$ cat config.mk
export PLATFORM = sky130hd
export DESIGN_NAME = ifetch
export DESIGN_NICKNAME = d
export VERILOG_FILES = /design/src/rtl/ifetch_pkg.sv /design/src/rtl/ifetch_tmo.sv /design/src/rtl/ifetch.sv
export SDC_FILE = /design/constraint.sdc
export NUM_CORES = 1
export LEC_CHECK = 0
export ABC_CLOCK_PERIOD_IN_PS = 1850
export CAP_MARGIN = 20
export CORE_ASPECT_RATIO = 1.75
export CORE_UTILIZATION = 41
export CTS_CLUSTER_DIAMETER = 100
export DETAILED_ROUTE_END_ITERATION = 12
export PLACE_DENSITY_LB_ADDON = 0.08
export SYNTH_ARGS = -nofsm -noshare
export SYNTH_HDL_FRONTEND = slang
export SYNTH_SLANG_ARGS = --single-unit
$ cat constraint.sdc
create_clock -name clk_sys -period 1.85 [get_ports clk_sys]
set_input_delay 0.37 -clock clk_sys [delete_from_list [all_inputs] [get_ports clk_sys]]
set_output_delay 0.37 -clock clk_sys [all_outputs]
set_load 0.005 [all_outputs]
$ cat src/rtl/ifetch_pkg.sv
// ifetch_pkg: shared types and constants for the instruction fetch sequencer.
package ifetch_pkg;

  localparam int WORD_W      = 16;
  localparam int TIMEOUT_DEF = 16;

  typedef enum logic [1:0] {
    IDLE = 2'd0,
    REQ  = 2'd1,
    REL  = 2'd2,
    DONE = 2'd3
  } fetch_state_e;

endpackage

$ cat src/rtl/ifetch_tmo.sv
// ifetch_tmo: REQ watchdog counter. Clear has priority over enable; exp_o
// flags the last allowed cycle (count == LIMIT-1).
module ifetch_tmo #(
  parameter int LIMIT = 16,
  parameter int TW    = 8
) (
  input  logic clk_i,
  input  logic rst_ni,
  input  logic clr_i,
  input  logic en_i,
  output logic exp_o
);

  logic [TW-1:0] cnt_q, cnt_d;

  // next count: clear wins, otherwise count while enabled
  always_comb begin
    cnt_d = cnt_q;
    if (clr_i)     cnt_d = '0;
    else if (en_i) cnt_d = cnt_q + TW'(1);
  end

  // count register
  always_ff @(posedge clk_i or negedge rst_ni) begin
    if (!rst_ni) cnt_q <= '0;
    else         cnt_q <= cnt_d;
  end

  assign exp_o = (cnt_q == TW'(LIMIT - 1));

endmodule

$ cat src/rtl/ifetch.sv
// ifetch: instruction fetch sequencer. Latches ic as the bus address, runs a
// four-phase read handshake, captures the word into ir and strobes cu_ low
// for one cycle to advance the instruction counter.
// Build option: define IFETCH_TIMEOUT_EN to add a REQ watchdog that raises
// alarm and returns to IDLE when memory never answers.
module ifetch
  import ifetch_pkg::*;
#(
  parameter int TIMEOUT = TIMEOUT_DEF,
  parameter int TW      = 8
) (
  input  logic              clk_sys,
  input  logic              clr_,
  input  logic              fetch,
  input  logic              abort,
  input  logic [0:WORD_W-1] ic,
  output logic [0:WORD_W-1] ad,
  output logic              mem_rq,
  input  logic              mem_ok,
  input  logic [0:WORD_W-1] dt,
  output logic [0:WORD_W-1] ir,
  output logic              ir_valid,
  output logic              cu_,
  output logic              busy,
  output logic              alarm
);

  // reject configurations the watchdog counter cannot represent
  if (TIMEOUT < 2 || TIMEOUT > 255 || TIMEOUT >= (1 << TW)) begin : g_cfg_err
    $error("ifetch: TIMEOUT must be 2..255 and below 2**TW");
  end

  fetch_state_e      state_q;
  logic [0:WORD_W-1] ad_q, ir_q;
  logic              mem_rq_q, ir_valid_q, cu_q;
  logic              aborted_q;
  // set once mem_ok has been seen low for this fetch; an acknowledge left
  // over from an earlier transaction must drop before it can count
  logic              armed_q;

`ifdef IFETCH_TIMEOUT_EN
  logic alarm_q;
  logic tmo_exp;

  ifetch_tmo #(
    .LIMIT (TIMEOUT),
    .TW    (TW)
  ) u_tmo (
    .clk_i  (clk_sys),
    .rst_ni (clr_),
    .clr_i  (state_q == IDLE),
    .en_i   (state_q == REQ),
    .exp_o  (tmo_exp)
  );
`endif

  // fetch sequencer with registered bus/strobe outputs
  always_ff @(posedge clk_sys or negedge clr_) begin
    if (!clr_) begin
      state_q    <= IDLE;
      ad_q       <= '0;
      ir_q       <= '0;
      mem_rq_q   <= 1'b0;
      ir_valid_q <= 1'b0;
      cu_q       <= 1'b1;
      aborted_q  <= 1'b0;
      armed_q    <= 1'b0;
`ifdef IFETCH_TIMEOUT_EN
      alarm_q    <= 1'b0;
`endif
    end else begin
      // pulses last exactly one cycle
      ir_valid_q <= 1'b0;
      cu_q       <= 1'b1;
`ifdef IFETCH_TIMEOUT_EN
      alarm_q    <= 1'b0;
`endif
      case (state_q)
        IDLE: begin
          if (fetch && !abort) begin
            ad_q      <= ic;
            mem_rq_q  <= 1'b1;
            aborted_q <= 1'b0;
            armed_q   <= !mem_ok;
            state_q   <= REQ;
          end
        end
        REQ: begin
          if (!mem_ok) armed_q <= 1'b1;
          if (abort) begin
            mem_rq_q  <= 1'b0;
            aborted_q <= 1'b1;
            state_q   <= REL;
          end else if (mem_ok && armed_q) begin
            ir_q     <= dt;
            mem_rq_q <= 1'b0;
            state_q  <= REL;
`ifdef IFETCH_TIMEOUT_EN
          end else if (tmo_exp) begin
            mem_rq_q <= 1'b0;
            alarm_q  <= 1'b1;
            state_q  <= IDLE;
`endif
          end
        end
        REL: begin
          if (!mem_ok) begin
            state_q <= DONE;
            if (!aborted_q) begin
              cu_q       <= 1'b0;
              ir_valid_q <= 1'b1;
            end
          end
        end
        DONE:    state_q <= IDLE;
        default: state_q <= IDLE;
      endcase
    end
  end

  assign ad       = ad_q;
  assign ir       = ir_q;
  assign mem_rq   = mem_rq_q;
  assign ir_valid = ir_valid_q;
  assign cu_      = cu_q;
  assign busy     = (state_q != IDLE);
`ifdef IFETCH_TIMEOUT_EN
  assign alarm    = alarm_q;
`else
  assign alarm    = 1'b0;
`endif

endmodule
; ---- Word-level counts from Yosys, hierarchy flattened
; Index checks and enable logic that the tools add are counted.
[op_classes]
n_eq_ne = 8
n_mux = 21
n_bitwise = 1
n_reduce_logical = 13
[ops]
columns = cell, n
row1 = $reduce_and 3->1, 5
row2 = $mux 1, 13
row3 = $mux 2, 4
row4 = $ne 2x2->1 const B, 4
row5 = $pmux 2 s4, 1
row6 = $pmux 1 s2, 3
row7 = $eq 2x2->1 const B, 2
row8 = $reduce_bool 2->1, 2
row9 = $ne 3x3->1 const B, 1
row10 = $eq 2x1->1 const B, 1
row11 = $logic_and 1x1->1, 2
row12 = $logic_not 1->1, 2
row13 = $logic_not 2->1, 1
row14 = $reduce_and 2->1, 1
row15 = $not 1->1, 1
[totals]
reg_bits = 39
inputBits = 37
out_inout_bits = 37
elab_cells = 51

; ---- Logic depth before layout (Yosys ltp)
[logic_depth]
depth_word = 4
depth_mapped = 6
depth_no_buf = 5

; ---- Worst setup path after synthesis
; No wires, ideal clock.
[synth_timing]
path_kind = register to register
startpoint = register state_q[0]
endpoint = register state_q[1]
setup_time_ns = 0.127
t_arrival_ns = 1.501
required_time_ns = 1.723
path_slack_ns = 0.222
stages_incl_launch_ff = 5
n_path_buf = 0
synth_period_minus_slack_ns = 1.628
cell_sequence = dfrtp_1 > ha_1 > and2b_4 > a222oi_1 > mux2_1
[synth_between]
elab_chain_cells = 3
elab_cells_between_ends = 9
classes_between = eq/ne: 6 / mux: 1 / reduce/logical: 2
[synth_lines]
columns = item, line
row1 = from (decl), ifetch.sv:33  ; fetch_state_e state_q;
row2 = from (signal assigned), ifetch.sv:60  ; state_q <= IDLE;
row3 = from (signal assigned), ifetch.sv:85  ; state_q <= REQ;
row4 = from (signal assigned), ifetch.sv:93  ; state_q <= REL;
row5 = "$eq 2x1->1, or another cell as far along", ifetch.sv:78  ; case (state_q)
row6 = $ne 3x3->1 (no line) or $ne 2x2->1 (tied branches), -
row7 = $reduce_and 3->1 (no line), -
; Parallel ways exist; a longest one is shown, timed or not.
; A chain may end at the register's enable or synchronous reset.

; ---- Worst setup path in the final report
; Same ends and word-level chain as after synthesis.

==> impl_metrics.py <==
metrics = {
    "setup_path": {
        "crit_chain": "buf_4, ha_4, and2b_4, a222oi_1, buf_4, mux2_1",
        "crit_type": "register to register",
        "crit_path_frequent_cell": "buf_4",
        "reg2reg_depth": 6,
        "path_max_fanout": 6,
        "slowest_stage": "dfrtp_1",
        "worstPathArrival_ns": 1.94,
        "r2r-end": "state_q[1]",
        "end_kind": "register",
        "cp-start-kind": "register",
        "ff2ff_setup_slack_ns": 0.08,
        "cpPeakStageDelay_ns": 0.39,
        "rr_startpoint": "state_q[0]",
        "crit_required_ns": 2.02,
    },
    "synthesis": {
        "synth_compound_area_frac": 0.04093,
        "syn_area_um2": 1620,
        "synth_seq_cells": 39,
        "ys_top_cells_by_area": "dfrtp_1 (59%), mux2_2 (22%), ha_1 (3.1%), dfstp_2 (1.6%), inv_1 (1.4%)",
        "ys.flop_type": "dfrtp_1",
        "synth.most_common_cell": "dfrtp_1",
        "synthArstFlopShare": 1.000,
        "synth_common_cells": "dfrtp_1 (38), mux2_2 (32), inv_1 (6)",
        "yosys.area_share.adder": 0.03089,
        "syn_inst": 109,
        "synth_top_family_by_area": "multiplexers",
        "synth_top_area_cell": "dfrtp_1",
        "syn_nets": 150,
        "synth_simple_gate_area_frac": 0.06178,
        "synth_area_per_cell_um2": 14.87,
        "synth_xor_area_frac": 0,
        "seq_area_frac_synth": 0.6031,
        "synthDistinctLibCells": 29,
        "synth_edf_count": 0,
        "yosysWarnings": 0,
        "synth_mux_area_frac": 0.2293,
        "synth.top_cell.area_share": 0.5869,
    },
    "global_route": {
        "grt_max_degree": 17,
        "grt_antenna_before_repair": 0,
        "grt_pass1_vias": 1353,
        "grt_use_total": 0.1858,
        "grt_pass1_wl_mm": 5.823,
        "grt_overflow": 0,
    },
    "timing": {
        "fmax_mhz": 565.8,
        "finalCritPeriodShare": 0.9553,
        "fin_setup_tns_ns": 0,
        "fin_ws_ns": 0.08261,
        "hold_slack_ns": 0.4986,
        "final-hold-violation-count": 0,
        "slew_viol_final": 0,
        "setup_violations": 0,
        "skew_ns": 0.003049,
        "rsz0062_at_grt": "no",
        "fin_crit_ns": 1.767,
    },
    "route": {
        "ant_nets": 0,
        "drc": 0,
        "routed_wl_mm": 3.505,
        "dr.pass1.iters": 4,
        "viasPerCell": 4.872,
        "avgRoutedWirePerCell_um": 14.42,
        "drt_iter0_drc": 16,
        "vias": 1184,
    },
    "die": {
        "fp.dieH_um": 85.16,
        "core_um2": 3701,
        "rows": 29,
        "die_w_um": 49.52,
        "die_area_um2": 4217,
        "num_io_pins": 74,
        "start_util": 0.4378,
    },
    "pwr": {
        "design_power_total_mw": 3.955,
        "p_per_area_nw_per_um2": 1523,
        "p_leak_nw": 1.125,
        "netSwitchingFraction": 0.2736,
        "seqPwrFrac": 0.379,
        "pwr-share-comb": 0.463,
        "vdd_drop_max_mv": 1.015,
        "p_switching_mw": 1.082,
        "internal-power_mw": 2.873,
        "clkPwrFrac": 0.158,
    },
    "place": {
        "dp_cells": 230,
        "placed_cell_area_um2": 2442,
        "dp_hpwl_mm": 2.696,
        "port_buffers": 72,
        "post-place-ws_ns": -0.1284,
        "gp_congestion": 0.7759,
    },
    "final_layout": {
        "multiInputGateArea_um2": 604.3,
        "final_area_um2": 2597,
        "fin_util": 0.7018,
        "final_cells": 243,
        "regArea_um2": 977.2,
        "layout-drive-gt1-share": 0.3096,
        "final_nets": 237,
        "n_antenna_cell": 0,
        "fill_cells": 287,
        "area_growth_pct": 60.31,
    },
    "clocking": {
        "ctsLongestPathBuffers": 2,
        "root_buffer": "clkbuf_8",
        "numCtsBuffers": 5,
        "clkTransAtPathRegs_ns": 0.07,
        "cts_tree": "done",
        "cts.htree.levels": 2,
        "cts.sinks": 39,
        "worst_skew_pair.late_latency_ns": 0.28,
    },
    "status": {
        "status": "complete, no violations",
    },
    "job": {
        "drv_cap": 0,
    },
    "hold_path": {
        "hp-class": "input port to async pin",
    },
}
worst max-delay path by stage:
stage,from,endpoint,slack (ns),cells after the start
2_1_floorplan,state_q[0],state_q[1],0.22,4
3_3_place_gp,abort,state_q[1],-0.06,4
3_5_place_dp,abort,state_q[1],-0.13,4
4_1_cts,state_q[0],state_q[1],0.04,6
5_1_grt,state_q[0],state_q[1],0.002,6
6_report,state_q[0],state_q[1],0.08,6
registers in the layout, indices dropped and copies added, names as in the netlist:
| name | cells |
|---|---|
| ir | 16 |
| ir_valid | 1 |
| aborted_q | 1 |
| mem_rq | 1 |
| cu_ | 1 |
| armed_q | 1 |
| state_q | 2 |
| ad | 16 |
power groups by stage:
| stage | combinational (mW) | clock (mW) | sequential (mW) |
|---|---|---|---|
| 2_1_floorplan | 0.667 | 0 | 1.53 |
| 3_3_place_gp | 1.69 | 0 | 1.49 |
| 3_5_place_dp | 1.76 | 0 | 1.53 |
| 4_1_cts | 1.84 | 0.657 | 1.50 |
| 5_1_grt | 1.97 | 0.688 | 1.55 |
| 6_report | 1.83 | 0.624 | 1.50 |
critical path: cells and delay by family (launching register included):
family / cells / cell delay (ns)
flip-flops: 1 / 0.39
buffers and inverters: 2 / 0.33
multiplexers: 1 / 0.31
AO/OA/AOI/OAI: 1 / 0.28
AND/OR/NAND/NOR: 1 / 0.18
adder cells (fa/ha/maj): 1 / 0.17
kinds of logic after synthesis:
kind of cell	count (synthesis)
fa+ha+maj	4
buf+inv	10
other cells	1
mux	33
simple gates	13
compound gates	9
flops	39
layout by cell type (no fill, tap or decap), types with 2 or more instances in the layout:
master / netlist / final
clkbuf_8: 0 / 7
ha_1: 4 / 3
buf_4: 1 / 9
inv_1: 6 / 6
nand2b_1: 2 / 2
buf_12: 0 / 2
mux2_2: 32 / 32
dfrtp_1: 38 / 38
clkdlybuf4s50_1: 0 / 70
a21oi_1: 3 / 3
cell type report:
type,count,area share
Clock buffer,7,0.03709
Clock inverter,1,0.002890
Tap cell,46,0.02216
Timing Repair Buffer,84,0.3203
Inverter,6,0.008671
Sequential cell,39,0.3762
Multi-Input combinational cell,60,0.2327
layer usage:
layer  GRT usage  vias up  wire length, um
li1            -      552                -
met1      0.1694      569             1251
met2      0.3464       54             1945
met4      0.1065        0               85
met3     0.05735        9              223
met5           0        -                0
repair_timing:
action	in CTS	in global routing
pin swaps	1	1
gates resized for setup	2	1
hold endpoints to repair	11	0
setup buffers	4	0
setup endpoints to repair	1	1
hold buffers	1	0
(Power assumes the default switching activity.)
==> patch 1: new RTL, same settings <==
The option `IFETCH_TIMEOUT_EN` is turned on by a define.
--- a/src/rtl/ifetch.sv
+++ b/src/rtl/ifetch.sv
@@ -5,2 +5,4 @@
 // alarm and returns to IDLE when memory never answers.
+`define IFETCH_TIMEOUT_EN
+
 module ifetch
Behaviour: same outputs for any inputs over 10 cycles, from zero or initial values; that may be too few to reach the edited logic, so the function may still have changed.
==> patch 1 against the original RTL <==
  * Combinational power is 9% lower
  * Count of clock-buffer cells in the layout is 2 lower
  * Synthesized area is 26% higher
  * Critical path type is now reg2out
  * Final cell count is 18% higher
  * Wire length is 27% higher
  * Power is 10% higher
  * Register-to-register slack better by 160 ps
  * Worst hold slack worse by 22 ps
  * Via count is 27% higher
  * Design area is 17% higher
  * Worst setup slack better by 89 ps
  * Critical path depth is 5 lower
  * Sequential cell count is 9 higher
==> patch 1: results (changes against the original RTL) <==
Clk_lat worst skew: 300 ps (+20 ps)
Number of buffers outside the clock class in the layout: 86 (+2.4%)
Status: completed
Share of final layout cell area taken by clock buffers and inverters: 5.22% (+1.2 points)
Post-synthesis share of cell area spent on full adders, half adders and majority gates: 0.614% (-2.5 points)
WL met2: 2450 um (+26%)
Number of multi-input combinational cells in the layout: 89 (+48%)
Drt wl/cell: 15.6 um (+8.0%)
Compound-gate portion of the synthesized area: 6.08% (+2.0 points)
Number of ordinary inverters in the final layout: 3 (-3)
Count of vias placed by the detailed router: 1503 (+27%)
Arrival time worst endpoint: 1310 ps (-630 ps)
Met3 Wirelength: 218 um (-2.2%)
Leakage power: 1.33 nW (+18%)
Share of post-route cells with drive strength above 1: 24.8% (-6.2 points)
Wl on met1: 1690 um (+35%)
Hold/Removal Path Class: reg2reg
Part of the power in the clock network: 23.3% (+7.5 points)
Met1 layer usage reported by global route: 21.8% (+4.9 points)
Proportion of synthesized area in mux cells: 20.6% (-2.4 points)
Combined area of the multi-input logic cells: 767 um^2 (+27%)
Post-synthesis cell type count: 32 (+10%)
Number of levels in the clock H-tree: 2 (unchanged)
Hold Path Cell Cnt: 1
Number of instances in the placed design: 276 (+20%)
Global Route met3 Usage: 4.48% (-1.3 points)
Routability congestion estimate: 0.723 (-6.9%)
Gr usage total: 18.4% (-0.16 points)
Largest stage delay on the critical path: 520 ps (+130 ps)
Non-clock buffer contribution to total cell area: 27.6% (-4.4 points)
Worst-case vdd ir drop: 0.000904 V (-11%)
Sum of routed wire length over all layers: 4460 um (+27%)
Total non-filler cell area in the finished layout: 0.00305 mm^2 (+17%)
Worst r2r path cells: 5 (-1)
HPWL reported at the end of detailed placement: 3390 um (+26%)
Count of state elements after synthesis: 48 (+23%)
Area after detailed placement: 0.00287 mm^2 (+17%)
Met2 demand-to-capacity share in global routing: 31.6% (-3.0 points)
Switching power total: 1.09 mW (+0.97%)
Combined flip-flop and latch cell area: 0.00120 mm^2 (+23%)
Final clock skew: 7.69 ps (+4.64 ps)
Top cells by instance count after synthesis: 47 x sky130_fd_sc_hd__dfrtp_1, 23 x sky130_fd_sc_hd__mux2_2, 10 x sky130_fd_sc_hd__mux2_4
Number of instances in the synthesized netlist: 146 (+34%)
Register share of total power: 38.6% (+0.7 points)
Top post-synthesis cells by area: sky130_fd_sc_hd__dfrtp_1 58%, sky130_fd_sc_hd__mux2_2 13%, sky130_fd_sc_hd__mux2_4 7.4%, sky130_fd_sc_hd__nor2b_1 1.5%, sky130_fd_sc_hd__nand3_1 1.5%
Layout net count: 271 (+14%)
Number of nets produced by synthesis: 184 (+23%)
Number of global-route vias before repair: 1580 (+17%)
Setup Slack @ Placement: -67.0 ps (+61.4 ps)
Critical Path Fanout Max: 1 (-5)
Quantity of I/O buffers inserted on ports: 73 (+1.4%)
Sequential element share of the synthesized area: 59.0% (-1.3 points)
Count of filler cells inserted in the layout: 390 (+36%)
-- patch 1: cell count changes in the layout (fill, tap and decap cells not counted), moves of 4 or more --
cell,delta
sky130_fd_sc_hd__dfrtp_1,+8
sky130_fd_sc_hd__mux2_2,-9
sky130_fd_sc_hd__mux2_4,+10
sky130_fd_sc_hd__nand2_1,+7
sky130_fd_sc_hd__nand3_1,+6
sky130_fd_sc_hd__nor2b_1,+5
sky130_fd_sc_hd__o21ai_0,+4
sky130_fd_sc_hd__or4_1,+4
-- patch 1: what timing repair did --
action,4_1_cts,5_1_grt
setup endpoints to repair,1,1
endpoints found under the hold margin,12,0
buffers inserted,1,0
gates resized for setup,1,1
hold buffers,1,0
-- patch 1: path summary, 6_finish.rpt --
check                          start       end  slack (ps)
max                              cu_       cu_         170
min in group asynchronous       clr_     ad[5]         520
min reg2reg                aborted_q  ir_valid         480
max in group asynchronous       clr_     ad[0]         820
max reg2reg                flip-flop     ir[4]         240
min                        aborted_q  ir_valid         480
==> patch 2: new RTL, same flow settings <==
Made on the original files. The 4 states of `fetch_state_e` get a Gray code encoding in 2 bits.
--- a/src/rtl/ifetch_pkg.sv
+++ b/src/rtl/ifetch_pkg.sv
@@ -7,6 +7,6 @@
   typedef enum logic [1:0] {
-    IDLE = 2'd0,
-    REQ  = 2'd1,
-    REL  = 2'd2,
-    DONE = 2'd3
+    IDLE = 2'b00,
+    REQ  = 2'b01,
+    REL  = 2'b11,
+    DONE = 2'b10
   } fetch_state_e;
Formal check against the unedited RTL: no difference found for any inputs over 10 cycles, from zero or initial values; not proved beyond that.
==> patch 2 against the original RTL <==
  * Via count fell by 7.4%
  * Combinational power fell by 9%
  * Register-to-register slack gained 80 ps
  * Worst setup slack worse by 18 ps
  * Power is 6.2% lower
  * Die area fell by 1.6%
  * Synthesized area shrank 1.6%
  * Wire length shrank 3.3%
  * Sequential cell count unchanged
  * Clock skew increased by 3.3 ps
  * Design area is 4.1% lower
==> patch 2: results (changes against the original RTL) <==
Leakage power: 1.09 nW (-3.5%)
Origin of the critical flop-to-flop path: state_q[1]
Number of levels in the clock H-tree: 2 (unchanged)
Gr usage total: 18.2% (-0.40 points)
Worst r2r path cells: 5 (-1)
Number of instances in the synthesized netlist: 103 (-5.5%)
Sequential element share of the synthesized area: 61.3% (+0.99 points)
Routability congestion estimate: 0.787 (+1.4%)
YS warnings: 0 (unchanged)
Clock edge transition at the registers on the reported setup and hold paths: 70 ps (about the same)
Maximum number of pins on one net before global-route repair: 28 (+11)
Largest stage delay on the critical path: 440 ps (+50 ps)
Count of vias placed by the detailed router: 1096 (-7.4%)
Register-to-Register Setup Slack: 160 ps (+80 ps)
R2r endpoint: ad[8]
Critical Path Fanout Max: 2 (-4)
Number of instances in the placed design: 224 (-2.6%)
Share of post-route cells with drive strength above 1: 28.9% (-2.1 points)
Clk_lat worst skew: 290 ps
Worst-case vdd ir drop: 0.000958 V (-5.6%)
Drt wl/cell: 14.5 um (+0.87%)
Number of global-route vias before repair: 1162 (-14%)
Final clock skew: 6.39 ps (+3.34 ps)
Number of nets produced by synthesis: 140 (-6.7%)
Status: completed
First-pass GRT wire length: 5650 um (-3.0%)
Number of antenna violations at the first check in global routing: 0 (unchanged)
Bufs on Longest Clock Path: 2 (unchanged)
CTS Root Cell: sky130_fd_sc_hd__clkbuf_8
Fin Hold WS: 67.8 ps (-431 ps)
Worst path slowest cell: sky130_fd_sc_hd__clkdlybuf4s50_1
Antenna diode count: 0 (unchanged)
Hold/Removal Path Class: in2async
Top cells by instance count after synthesis: 38 x sky130_fd_sc_hd__dfrtp_1, 22 x sky130_fd_sc_hd__mux2_2, 10 x sky130_fd_sc_hd__mux2_4
Starting DRT DRC Count: 10 (-6)
Setup Slack @ Placement: -152 ps (-23.4 ps)
Family with the most delay on the worst path: buffers and inverters
Quantity of I/O buffers inserted on ports: 72 (unchanged)
Arrival time worst endpoint: 1420 ps (-520 ps)
Top post-synthesis cells by area: sky130_fd_sc_hd__dfrtp_1 60%, sky130_fd_sc_hd__mux2_2 16%, sky130_fd_sc_hd__mux2_4 9.4%, sky130_fd_sc_hd__dfstp_2 1.6%, sky130_fd_sc_hd__buf_12 1.3%
Async set-reset flop share out of synthesis: 100% (unchanged)
Number of cells in the finished layout apart from fillers: 233 (-4.1%)
Post-synthesis cell type count: 24 (-17%)
Number of optimization iterations in the first detailed-route pass: 4 (unchanged)
HPWL reported at the end of detailed placement: 2610 um (-3.0%)
Num CTS Buffers: 5 (unchanged)
==> patch 2: changes by cell type after synthesis, sizes merged, moves of 2 or more <==
| cell | change |
|---|---|
| and2 | -2 |
| ha | -4 |
| inv | -4 |
| nand2b | -2 |
| nor2 | +5 |
| o21ai | +2 |
==> patch 2: report_power, final <==
group          switching [mW]  internal, mW  leakage, nW
registers               0.231          1.28        0.467
logic                   0.484          1.18        0.579
clock network           0.265         0.268       0.0395
total                   0.980          2.73         1.09
==> patch 2: what timing repair did <==
item,CTS,global route
gates resized for setup,1,0
setup buffers,1,0
setup endpoints to repair,1,0
==> patch 2: worst max path at each step <==
stage,from,end,slack [ps],cells past startpoint
floorplan,state_q[1],ad[0],280,4
global route,state_q[1],busy,30,2
global placement,fetch,ad[10],-120,5
detailed placement,fetch,ad[8],-150,5
finish,state_q[1],busy,60,2
CTS,state_q[1],busy,50,2
==> patch 2: through the flow <==
step | cell area (um^2) | power (mW)
final | 2490 | 3.71
after detailed placement | 2400 | 3.19
after global routing | 2490 | 3.95
after global placement | 2400 | 3.12
after CTS | 2490 | 3.76
after floorplan | 1590 | 2.19
==> patch 2: kinds of logic (layout without fill, tap and decap cells) <==
| logic type | count (synthesis) | count (layout) | share of synthesized area, % |
|---|---|---|---|
| AOI/OAI and AO/OA | 9 | 9 | 3.45 |
| buffers and inverters | 7 | 91 | 3.69 |
| DFF | 39 | 39 | 61.3 |
| muxes | 32 | 32 | 25.0 |
| other | 1 | 1 | 0.235 |
| and+or+nand+nor | 15 | 15 | 6.36 |
==> patch 2: area by class of cell <==
type | count | area (um^2)
well taps | 46 | 57.6
multi-input cells | 57 | 558
repair buffers | 81 | 808
flip-flops and latches | 39 | 978
fillers | 271 | 1170
inverters | 2 | 7.51
clock buffers | 8 | 80.1
==> patch 2: metal layers <==
layer	GRT usage [%]	vias up	wire length [um]
met2	31.4	39	1870
li1	-	515	-
met4	6.42	0	55
met3	5.62	6	171
met1	20.8	536	1290
met5	0	-	0
